<file path="config.mk">
export PLATFORM = sky130hd
export DESIGN_NAME = pipelined_addsub_flat
export DESIGN_NICKNAME = d
export VERILOG_FILES = /design/src/rtl/nn_arith_pkg.sv /design/src/rtl/pipelined_addsub_if.sv /design/src/rtl/addsub_stage.sv /design/src/rtl/pipelined_addsub.sv /design/src/flat_wrapper.sv
export SDC_FILE = /design/constraint.sdc
export NUM_CORES = 1
export LEC_CHECK = 0
export CORE_AREA = 4 4 89 112
export CTS_BUF_LIST = sky130_fd_sc_hd__clkbuf_8
export DETAILED_ROUTE_END_ITERATION = 8
export DIE_AREA = 0 0 93 116
export DONT_BUFFER_PORTS = 1
export GPL_TIMING_DRIVEN = 0
export PLACE_DENSITY = 0.69
export SLEW_MARGIN = 20
export SYNTH_ARGS = -nofsm -noshare
export SYNTH_HDL_FRONTEND = slang
export SYNTH_SLANG_ARGS = --single-unit
</file>
<file path="constraint.sdc">
create_clock -name clk -period 4.56 [get_ports clk]
set_clock_uncertainty 0.15 [all_clocks]
set_input_delay 0.912 -clock clk [delete_from_list [all_inputs] [get_ports clk]]
set_output_delay 0.912 -clock clk [all_outputs]
set_load 0.02 [all_outputs]
</file>
<file path="src/rtl/nn_arith_pkg.sv">
// Shared arithmetic definitions for the neural-network datapath blocks
// (add/sub pipelines, accumulators, MAC units).
package nn_arith_pkg;

    localparam int DEFAULT_WIDTH  = 16;
    localparam int DEFAULT_STAGES = 4;

    typedef enum logic {
        MODE_ADD = 1'b0,
        MODE_SUB = 1'b1
    } addsub_mode_e;

    // One full-adder cell, returned as {carry_out, sum}
    function automatic logic [1:0] full_add(input logic x, input logic y, input logic ci);
        full_add = {(x & y) | (x & ci) | (y & ci), x ^ y ^ ci};
    endfunction

endpackage

</file>
<file path="src/rtl/pipelined_addsub_if.sv">
// Stream bundle of the pipelined adder/subtractor: operand beat in, result beat out,
// each with its own valid/ready pair.
interface pipelined_addsub_if
    import nn_arith_pkg::*;
#(
    parameter int WIDTH = DEFAULT_WIDTH
) ();

    logic             in_valid;
    logic             in_ready;
    logic [WIDTH-1:0] a;
    logic [WIDTH-1:0] b;
    logic             cin;
    logic             sub;
    logic             out_valid;
    logic             out_ready;
    logic [WIDTH-1:0] sum;
    logic             cout;
    logic             ovf;

    modport master (
        output in_valid, a, b, cin, sub, out_ready,
        input  in_ready, out_valid, sum, cout, ovf
    );

    modport slave (
        input  in_valid, a, b, cin, sub, out_ready,
        output in_ready, out_valid, sum, cout, ovf
    );

endinterface

</file>
<file path="src/rtl/addsub_stage.sv">
// One carry segment of the pipelined adder: CHUNK-bit ripple of full-adder cells
// with a registered sum chunk and registered carry-out.
module addsub_stage
    import nn_arith_pkg::*;
#(
    parameter int CHUNK = 4
) (
    input  logic             clk,
    input  logic             rst,
    input  logic             en,
    input  logic [CHUNK-1:0] a,
    input  logic [CHUNK-1:0] b,
    input  logic             ci,
    output logic [CHUNK-1:0] s,
    output logic             co
);

    logic [CHUNK-1:0] s_comb;
    logic [CHUNK:0]   c;

    always_comb begin
        c      = '0;
        s_comb = '0;
        c[0]   = ci;
        for (int i = 0; i < CHUNK; i++) begin
            {c[i+1], s_comb[i]} = full_add(a[i], b[i], c[i]);
        end
    end

    always_ff @(posedge clk or posedge rst) begin
        if (rst) begin
            s  <= '0;
            co <= 1'b0;
        end else if (en) begin
            s  <= s_comb;
            co <= c[CHUNK];
        end
    end

endmodule

</file>
<file path="src/rtl/pipelined_addsub.sv">
// Pipelined WIDTH-bit adder/subtractor: STAGES registered ripple-carry segments with
// operand skew, result deskew and a valid/ready stream on both sides.
module pipelined_addsub
    import nn_arith_pkg::*;
#(
    parameter int WIDTH  = DEFAULT_WIDTH,
    parameter int STAGES = DEFAULT_STAGES
) (
    input  logic              clk,
    input  logic              rst,
    pipelined_addsub_if.slave bus
);

    localparam int CHUNK = WIDTH / STAGES;

    if (STAGES < 1 || STAGES > WIDTH || (WIDTH % STAGES) != 0) begin : g_param_check
        $error("pipelined_addsub: WIDTH must be a multiple of STAGES with 1 <= STAGES <= WIDTH");
    end

    logic              en;
    logic              is_sub;
    logic [WIDTH-1:0]  b_eff;
    logic              c0;
    logic [STAGES-1:0] vld;
    logic [STAGES-1:0] carry;
    logic [WIDTH-1:0]  sum_out;
    logic              a_msb_q;
    logic              b_msb_q;

    // The whole pipeline advances in lockstep; it only holds while the result is blocked.
    assign en           = !vld[STAGES-1] || bus.out_ready;
    assign bus.in_ready = en;
    assign is_sub       = (bus.sub == MODE_SUB);
    assign b_eff        = is_sub ? ~bus.b : bus.b;
    assign c0           = is_sub ? ~bus.cin : bus.cin;

    always_ff @(posedge clk or posedge rst) begin
        if (rst) begin
            vld <= '0;
        end else if (en) begin
            vld <= (vld << 1) | STAGES'(bus.in_valid);
        end
    end

    for (genvar k = 0; k < STAGES; k++) begin : g_stage
        logic [CHUNK-1:0] op_a;
        logic [CHUNK-1:0] op_b;
        logic             ci;
        logic [CHUNK-1:0] s_q;

        // Chunk k of the operands waits k cycles so it meets the carry from stage k-1.
        if (k == 0) begin : g_entry
            assign op_a = bus.a[CHUNK-1:0];
            assign op_b = b_eff[CHUNK-1:0];
            assign ci   = c0;
        end else begin : g_skew
            logic [CHUNK-1:0] a_d [k];
            logic [CHUNK-1:0] b_d [k];

            always_ff @(posedge clk or posedge rst) begin
                if (rst) begin
                    for (int j = 0; j < k; j++) begin
                        a_d[j] <= '0;
                        b_d[j] <= '0;
                    end
                end else if (en) begin
                    a_d[0] <= bus.a[k*CHUNK +: CHUNK];
                    b_d[0] <= b_eff[k*CHUNK +: CHUNK];
                    for (int j = 1; j < k; j++) begin
                        a_d[j] <= a_d[j-1];
                        b_d[j] <= b_d[j-1];
                    end
                end
            end

            assign op_a = a_d[k-1];
            assign op_b = b_d[k-1];
            assign ci   = carry[k-1];
        end

        addsub_stage #(
            .CHUNK (CHUNK)
        ) u_stage (
            .clk (clk),
            .rst (rst),
            .en  (en),
            .a   (op_a),
            .b   (op_b),
            .ci  (ci),
            .s   (s_q),
            .co  (carry[k])
        );

        if (k == STAGES-1) begin : g_last
            assign sum_out[k*CHUNK +: CHUNK] = s_q;

            // Operand MSBs travel with the last stage so the carry into the MSB can be recovered.
            always_ff @(posedge clk or posedge rst) begin
                if (rst) begin
                    a_msb_q <= 1'b0;
                    b_msb_q <= 1'b0;
                end else if (en) begin
                    a_msb_q <= op_a[CHUNK-1];
                    b_msb_q <= op_b[CHUNK-1];
                end
            end
        end else begin : g_deskew
            localparam int D = STAGES - 1 - k;
            logic [CHUNK-1:0] s_d [D];

            always_ff @(posedge clk or posedge rst) begin
                if (rst) begin
                    for (int j = 0; j < D; j++) begin
                        s_d[j] <= '0;
                    end
                end else if (en) begin
                    s_d[0] <= s_q;
                    for (int j = 1; j < D; j++) begin
                        s_d[j] <= s_d[j-1];
                    end
                end
            end

            assign sum_out[k*CHUNK +: CHUNK] = s_d[D-1];
        end
    end

    assign bus.out_valid = vld[STAGES-1];
    assign bus.sum       = sum_out;
    assign bus.cout      = carry[STAGES-1];
    // a ^ b ^ sum at the MSB is the carry into the MSB
    assign bus.ovf       = a_msb_q ^ b_msb_q ^ sum_out[WIDTH-1] ^ carry[STAGES-1];

endmodule
</file>
<file path="src/flat_wrapper.sv">
// flat-port wrapper written by rule: the top's interface ports become plain ports
module pipelined_addsub_flat import nn_arith_pkg::*;
#(
    parameter int WIDTH  = DEFAULT_WIDTH,
    parameter int STAGES = DEFAULT_STAGES
)
  (clk, rst, bus_in_valid, bus_a, bus_b, bus_cin, bus_sub, bus_out_ready, bus_in_ready, bus_out_valid, bus_sum, bus_cout, bus_ovf);
  pipelined_addsub_if #(.WIDTH(WIDTH)) bus_i ();
  input  logic clk;
  input  logic rst;
  input wire logic [$bits(bus_i.in_valid)-1:0] bus_in_valid;
  input wire logic [$bits(bus_i.a)-1:0] bus_a;
  input wire logic [$bits(bus_i.b)-1:0] bus_b;
  input wire logic [$bits(bus_i.cin)-1:0] bus_cin;
  input wire logic [$bits(bus_i.sub)-1:0] bus_sub;
  input wire logic [$bits(bus_i.out_ready)-1:0] bus_out_ready;
  output wire logic [$bits(bus_i.in_ready)-1:0] bus_in_ready;
  output wire logic [$bits(bus_i.out_valid)-1:0] bus_out_valid;
  output wire logic [$bits(bus_i.sum)-1:0] bus_sum;
  output wire logic [$bits(bus_i.cout)-1:0] bus_cout;
  output wire logic [$bits(bus_i.ovf)-1:0] bus_ovf;
  assign bus_i.in_valid = bus_in_valid;
  assign bus_i.a = bus_a;
  assign bus_i.b = bus_b;
  assign bus_i.cin = bus_cin;
  assign bus_i.sub = bus_sub;
  assign bus_i.out_ready = bus_out_ready;
  assign bus_in_ready = bus_i.in_ready;
  assign bus_out_valid = bus_i.out_valid;
  assign bus_sum = bus_i.sum;
  assign bus_cout = bus_i.cout;
  assign bus_ovf = bus_i.ovf;
  pipelined_addsub #(.WIDTH(WIDTH), .STAGES(STAGES)) u_core (.clk(clk), .rst(rst), .bus(bus_i));
endmodule
</file>
==> flow_metrics.py, run 1 <==
metrics = {
    "floorplan": {
        "die_h_um": 116,
        "start_util_pct": 53.6,
        "core_um2": 8980,
        "die_x_um": 93,
        "fp-row-count": 39,
        "io_pins": 58,
        "die-area_um2": 10800,
    },
    "power_and_ir_drop": {
        "vdd_drop_max_mv": 0.286,
        "power.leakage_uw": 0.00255,
        "power.density_nw_per_um2": 714,
    },
    "timing": {
        "slew_headroom_pct": 61.8,
        "clock.fmax_ghz": 0.294,
        "maxSlewViolCount": 0,
        "rsz0062_at_grt": "no",
        "period_needed_ps": 3400,
        "worst_pin_slew_ps": 573,
        "fin_crit_sh_pct": 74.5,
        "hold_viol": 0,
        "setup_viol": 0,
    },
    "critical_path": {
        "critical_path.slowest_cell": "fa_1",
        "reg2reg_slack_ps": 2110,
        "worst_path_most_repeated_cell": "fa_1",
        "cpPeakStageDelay_ps": 440,
        "crit_path_start": "bus_sub",
        "end_kind": "flop",
        "worstRegToRegCells": 8,
        "worstPathCellList": "buf_2 -> buf_4 -> xor2_1 -> fa_1 -> inv_1 -> fa_1 -> fa_1 -> inv_1 -> fa_1 -> mux2_4",
        "crit_cells": 10,
        "worstPathArrival_ps": 3500,
        "path_delay_family": "adder cells",
        "worstSetupPathType": "in -> reg",
        "required_ps": 4660,
        "critPathLaunchType": "primary input",
        "reg2reg_from": "u_core.g_stage[0].u_stage.co$_DFFE_PP0P_",
        "cp_max_fo": 10,
        "crit_buf_inv": 4,
        "r2r_end": "u_core.g_stage[1].u_stage.s[3]$_DFFE_PP0P_",
        "critPathCapture": "u_core.g_stage[0].u_stage.s[3]$_DFFE_PP0P_",
    },
    "final_layout": {
        "fin_nets": 356,
        "final_util_pct": 58.2,
        "n_antenna_cell": 0,
        "final_area_um2": 5220,
        "drive_above_1_share_pct": 43.3,
        "syn_to_final_growth_pct": 8.61,
    },
    "clock_tree": {
        "clk_pin_slew_ps": 100,
        "cts_root_buf": "clkbuf_8",
        "cts_hold_buffers": 0,
        "cts_tree": "yes",
        "clkLatencyLatePin_ps": 360,
        "cts_made_buffers": 9,
        "postCtsSetupRepairBufs": 0,
        "ctsLongestPathBuffers": 2,
        "ctsHtreeMaxLevel": 3,
        "clkSinkCount": 98,
        "cts.repair.resized": 0,
    },
    "routing": {
        "post-route-drc-count": 0,
        "wirelength_mm": 7.49,
        "via_per_inst": 4.93,
        "wl_per_cell_um": 17.4,
        "met3_length_um": 456,
        "first_iter_violations": 40,
        "drt_first_pass_iters": 4,
        "drt-met1-wl_mm": 3.29,
        "postRouteAntennaNets": 0,
        "dr.max_layer_used": "met4",
        "vias": 2119,
        "wl_met2_mm": 3.64,
    },
    "synthesis": {
        "yosys.area.top_type": "dfrtp_1",
        "ys_warn_count": 0,
        "synth_fp_nets": 344,
        "ys_seq_area_share_pct": 51.0,
        "ys_seq_elements": 98,
        "synth.area.top_cells": "dfrtp_1 (51%), mux2_4 (26%), fa_1 (6.7%)",
        "netlist_area_um2": 4810,
        "syn_inst": 290,
        "ys_types": 15,
        "syn_avg_cell_area_um2": 16.6,
        "netlist.area_leader.share_pct": 51.0,
    },
    "global_routing": {
        "grt_overflow": 0,
        "grt_pass1_vias": 2365,
        "grt_antenna_before_repair": 0,
        "grt_max_degree": 60,
        "grt.total_usage_pct": 15.9,
        "grt_pass1_wl_mm": 12.9,
    },
    "worst_hold_path": {
        "hold_class": "in -> async",
    },
    "placement": {
        "gp_congestion": 0.703,
        "io_buffers": 0,
        "dpl_cell_area_um2": 4990,
        "place_hpwl_mm": 5.22,
    },
    "status": {
        "status": "complete, no violations",
    },
    "job": {
        "drv_cap": 0,
    },
}
## cell usage in the layout, fill, tap and decap left out
cell / count
dfrtp_1: 98
mux2_4: 84
inv_1: 26
fa_1: 16
xor2_1: 14
buf_12: 10
clkbuf_8: 10
nor3b_1: 9
a21oi_2: 9
buf_4: 9
xnor2_1: 6
mux2i_1: 4
buf_6: 2
inv_6: 2
bufinv_16: 2
clkinv_4: 2
nand2b_4: 1
buf_2: 1
nand2b_1: 1
buf_16: 1
## cells in the mapped netlist (all sizes together)
master / count
dfrtp: 98
mux2: 84
inv: 26
buf: 22
fa: 16
xor2: 14
a21oi: 9
nor3b: 9
xnor2: 6
mux2i: 4
nand2b: 2
## sequential cells by signal, summed over array words and instances, names as in the netlist
signal                       count
u_core.g_stage.g_skew.a_d       16
u_core.g_stage.op_a              8
u_core.g_stage.u_stage.co        4
u_core.g_stage.op_b              8
u_core.bus.sum                   8
u_core.vld                       4
u_core.g_stage.g_skew.b_d       16
u_core.g_stage.g_deskew.s_d     16
u_core.a_msb_q                   1
u_core.g_stage.u_stage.s        16
u_core.b_msb_q                   1
## report_power, final
group	leakage, µW	switching [µW]	internal, µW
Sequential	0.00113	321	1260
Combinational	0.00130	568	952
Clock	0.000118	297	326
## worst register-to-register path, delay by kind of cell (launching register included)
family	cells	cell delay [ps]
adders and majority gates	4	1480
DFF	1	400
buffers and inverters	3	240
AOI/OAI and AO/OA	1	120
## cell families (layout without fill, tap and decap cells)
group	count (synthesis)	after routing	share of synthesized area [%]
compound gates	9	9	1.64
xor+xnor	20	20	3.64
buf+inv	48	65	8.17
mux	88	88	27.1
simple gates	11	11	1.82
fa+ha+maj	16	16	6.66
flops	98	98	51.0
## per-stage QoR
| stage | power [µW] | std cells | worst slack, ps | TNS (ps) | hold slack [ps] |
|---|---|---|---|---|---|
| 2_1_floorplan | 2870 | 290 | 936 | 0 | 285 |
| 3_3_place_gp | 3080 | 413 | -82.4 | -7500 | 297 |
| 3_5_place_dp | 3140 | 414 | 724 | 0 | 308 |
| 4_1_cts | 3790 | 430 | 1120 | 0 | 246 |
| 5_1_grt | 4000 | 430 | 1030 | 0 | 252 |
| 6_report | 3730 | 430 | 1160 | 0 | 252 |
## area by class of cell
class	count	area, µm²
buffer	22	295
clock buffer	10	138
clock inverter	6	90.1
fill	746	3760
inverter	26	103
multi-input combinational	144	1960
sequential	98	2450
tap	123	154
timing repair buffer	1	27.5
## per-layer routing
layer  GRT usage (%)  vias up
met4            5.57        0
li1                -      970
met3            5.45        9
met2            24.6       40
met5               0        -
met1            20.9     1100
## worst min path at each step
| stage | endpoint | slack, ps | cells after the start |
|---|---|---|---|
| after floorplan | u_core.vld[3]$_DFFE_PP0P_ | 280 | 1 |
| after global placement | u_core.vld[3]$_DFFE_PP0P_ | 300 | 1 |
| after detailed placement | u_core.vld[3]$_DFFE_PP0P_ | 310 | 1 |
| after CTS | u_core.g_stage[3].g_skew.a_d[7]$_DFFE_PP0P_ | 250 | 1 |
| after global routing | u_core.b_msb_q$_DFFE_PP0P_ | 250 | 1 |
| final | u_core.g_stage[3].g_skew.a_d[7]$_DFFE_PP0P_ | 250 | 1 |
No activity file was read; power rests on OpenSTA's default activity.
==> inputs of run 2 (changes only) <==
Settings changed: PLACE_DENSITY 0.69 to 0.72.
Clock period 4.56 ns to 2.9 ns, I/O delays scaled along.
==> flow_metrics.py, run 2 (same netlist as run 1, synthesis figures left out) <==
metrics = {
    "placement": {
        "dp_slack_ps": -124,
        "gp_congestion": 0.722,
        "place_hpwl_mm": 5.25,
        "io_buffers": 0,
        "dpl_cell_area_um2": 5080,
    },
    "routing": {
        "via_per_inst": 5.01,
        "post-route-drc-count": 0,
        "first_iter_violations": 54,
        "vias": 2169,
        "drt_first_pass_iters": 3,
        "postRouteAntennaNets": 0,
        "wirelength_mm": 7.44,
        "wl_per_cell_um": 17.2,
    },
    "status": {
        "status": "complete, no violations",
    },
    "clock_tree": {
        "ctsLongestPathBuffers": 2,
        "cts_root_buf": "clkbuf_8",
        "clkSinkCount": 98,
        "cts_tree": "yes",
        "ctsHtreeMaxLevel": 3,
        "cts.repair.resized": 0,
        "cts_made_buffers": 9,
        "clk_pin_slew_ps": 100,
        "clkLatencyLatePin_ps": 360,
    },
    "timing": {
        "tns_ps": 0,
        "worst_pin_slew_ps": 592,
        "setup_viol": 0,
        "period_needed_ps": 2610,
        "layout_setup_ws_ps": 291,
        "rsz0062_at_grt": "no",
        "slew_headroom_pct": 60.5,
        "fin_crit_sh_pct": 90.0,
        "maxSlewViolCount": 0,
        "clock.fmax_ghz": 0.383,
        "hold_viol": 0,
    },
    "global_routing": {
        "grt_max_degree": 35,
        "grt.total_usage_pct": 15.4,
        "grt_pass1_vias": 2436,
        "grt_pass1_wl_mm": 12.6,
        "grt_antenna_before_repair": 0,
        "grt_overflow": 0,
    },
    "final_layout": {
        "mostFrequentLayoutCell": "dfrtp_1",
        "nFillCells": 734,
        "n_antenna_cell": 0,
        "syn_to_final_growth_pct": 10.6,
        "drive_above_1_share_pct": 45.5,
        "layout_common_cells": "dfrtp_1 (98), mux2_4 (84), inv_1 (25)",
        "final_area_um2": 5320,
        "fin_nets": 359,
    },
    "power_and_ir_drop": {
        "p_sw_share_pct": 31.7,
        "power.share.combinational_pct": 40.8,
        "vdd_drop_max_mv": 0.550,
        "intPower_uw": 4000,
        "power.share.clock_pct": 16.7,
        "switchingPower_uw": 1850,
        "power.density_nw_per_um2": 1100,
        "power_frac_seq_pct": 42.5,
        "power.leakage_uw": 0.00258,
    },
    "critical_path": {
        "worstPathArrival_ps": 2720,
        "end_kind": "flop",
        "worst_path_most_repeated_cell": "fa_2",
        "worstPathCellList": "buf_12 -> buf_12 -> xor2_2 -> fa_2 -> inv_1 -> fa_2 -> fa_2 -> inv_1 -> fa_1 -> mux2_4",
        "worstSetupPathType": "in -> reg",
        "critPathLaunchType": "primary input",
        "cpPeakStageDelay_ps": 400,
        "cp_max_fo": 10,
        "required_ps": 3010,
        "critical_path.slowest_cell": "fa_1",
    },
    "floorplan": {
        "start_util_pct": 53.6,
        "io_pins": 58,
        "core_um2": 8980,
        "die-area_um2": 10800,
        "fp-row-count": 39,
        "die_x_um": 93,
        "die_h_um": 116,
    },
    "job": {
        "drv_cap": 0,
    },
    "worst_hold_path": {
        "hold_class": "in -> reg",
    },
}
[run 2: stage by stage]
step	cells	hold slack, ps	total power [µW]	utilization [%]
finish	433	207	5850	59.2
detailed placement	416	287	4940	56.6
floorplan	290	285	4530	-
global placement	413	301	4860	55.9
CTS	433	183	5950	59.2
global route	433	180	6240	59.2
[run 2: power groups by stage]
stage / Combinational (µW) / Sequential (µW) / Clock, µW
2_1_floorplan: 2160 / 2370 / 0
3_3_place_gp: 2360 / 2500 / 0
3_5_place_dp: 2420 / 2520 / 0
4_1_cts: 2440 / 2500 / 1010
5_1_grt: 2600 / 2580 / 1060
6_report: 2390 / 2480 / 980
[run 2: worst paths after layout]
| check | from | to | slack, ps | cells after the start |
|---|---|---|---|---|
| max | bus_sub | u_core.g_stage[0].u_stage.s[3]$_DFFE_PP0P_ | 290 | 10 |
| min | bus_a[7] | u_core.g_stage[1].g_skew.a_d[3]$_DFFE_PP0P_ | 210 | 1 |
| max reg2reg | u_core.g_stage[2].u_stage.co$_DFFE_PP0P_ | u_core.g_stage[3].u_stage.s[3]$_DFFE_PP0P_ | 440 | 8 |
| min reg2reg | u_core.vld[2]$_DFFE_PP0P_ | u_core.vld[3]$_DFFE_PP0P_ | 340 | 1 |
| max in group asynchronous | rst | u_core.g_stage[2].g_skew.b_d[7]$_DFFE_PP0P_ | 1450 | 4 |
| min in group asynchronous | rst | u_core.g_stage[0].g_deskew.s_d[6]$_DFFE_PP0P_ | 500 | 2 |
[run 2: what timing repair did]
| action | CTS | global route |
|---|---|---|
| setup buffers | 0 | 0 |
| endpoints found under the hold margin | 9 | 0 |
| hold buffers | 1 | 0 |
[run 2: worst max-delay path: cells and delay by family]
| kind | cells | cell delay [ps] |
|---|---|---|
| xor+xnor | 1 | 170 |
| fa+ha+maj | 4 | 1290 |
| buf+inv | 4 | 390 |
| mux | 1 | 260 |
[run 2: layer usage]
metal  part of all wire [%]  up-vias  track usage, %  routed length (µm)
met1                     45     1145            20.2                3330
met5                      0        -               0                   0
li1                       -      967               -                   -
met3                    4.0       13            3.12                 301
met4                    2.1        0            7.33                 157
met2                     49       44            24.8                3650
[run 2: cell type report]
class | count | area (µm²) | area share (%)
clock buffer | 10 | 138 | 2.59
multi-input combinational | 144 | 1990 | 37.3
buffer | 22 | 323 | 6.07
timing repair buffer | 4 | 77.6 | 1.46
clock inverter | 6 | 87.6 | 1.65
sequential | 98 | 2450 | 46.1
tap | 123 | 154 | 2.89
inverter | 26 | 101 | 1.91
==> inputs of run 3 (changes only) <==
Settings changed: CAP_MARGIN set to 20.
==> results of run 3 <==
Final layout, timing and power as in run 2 (identical DEF).
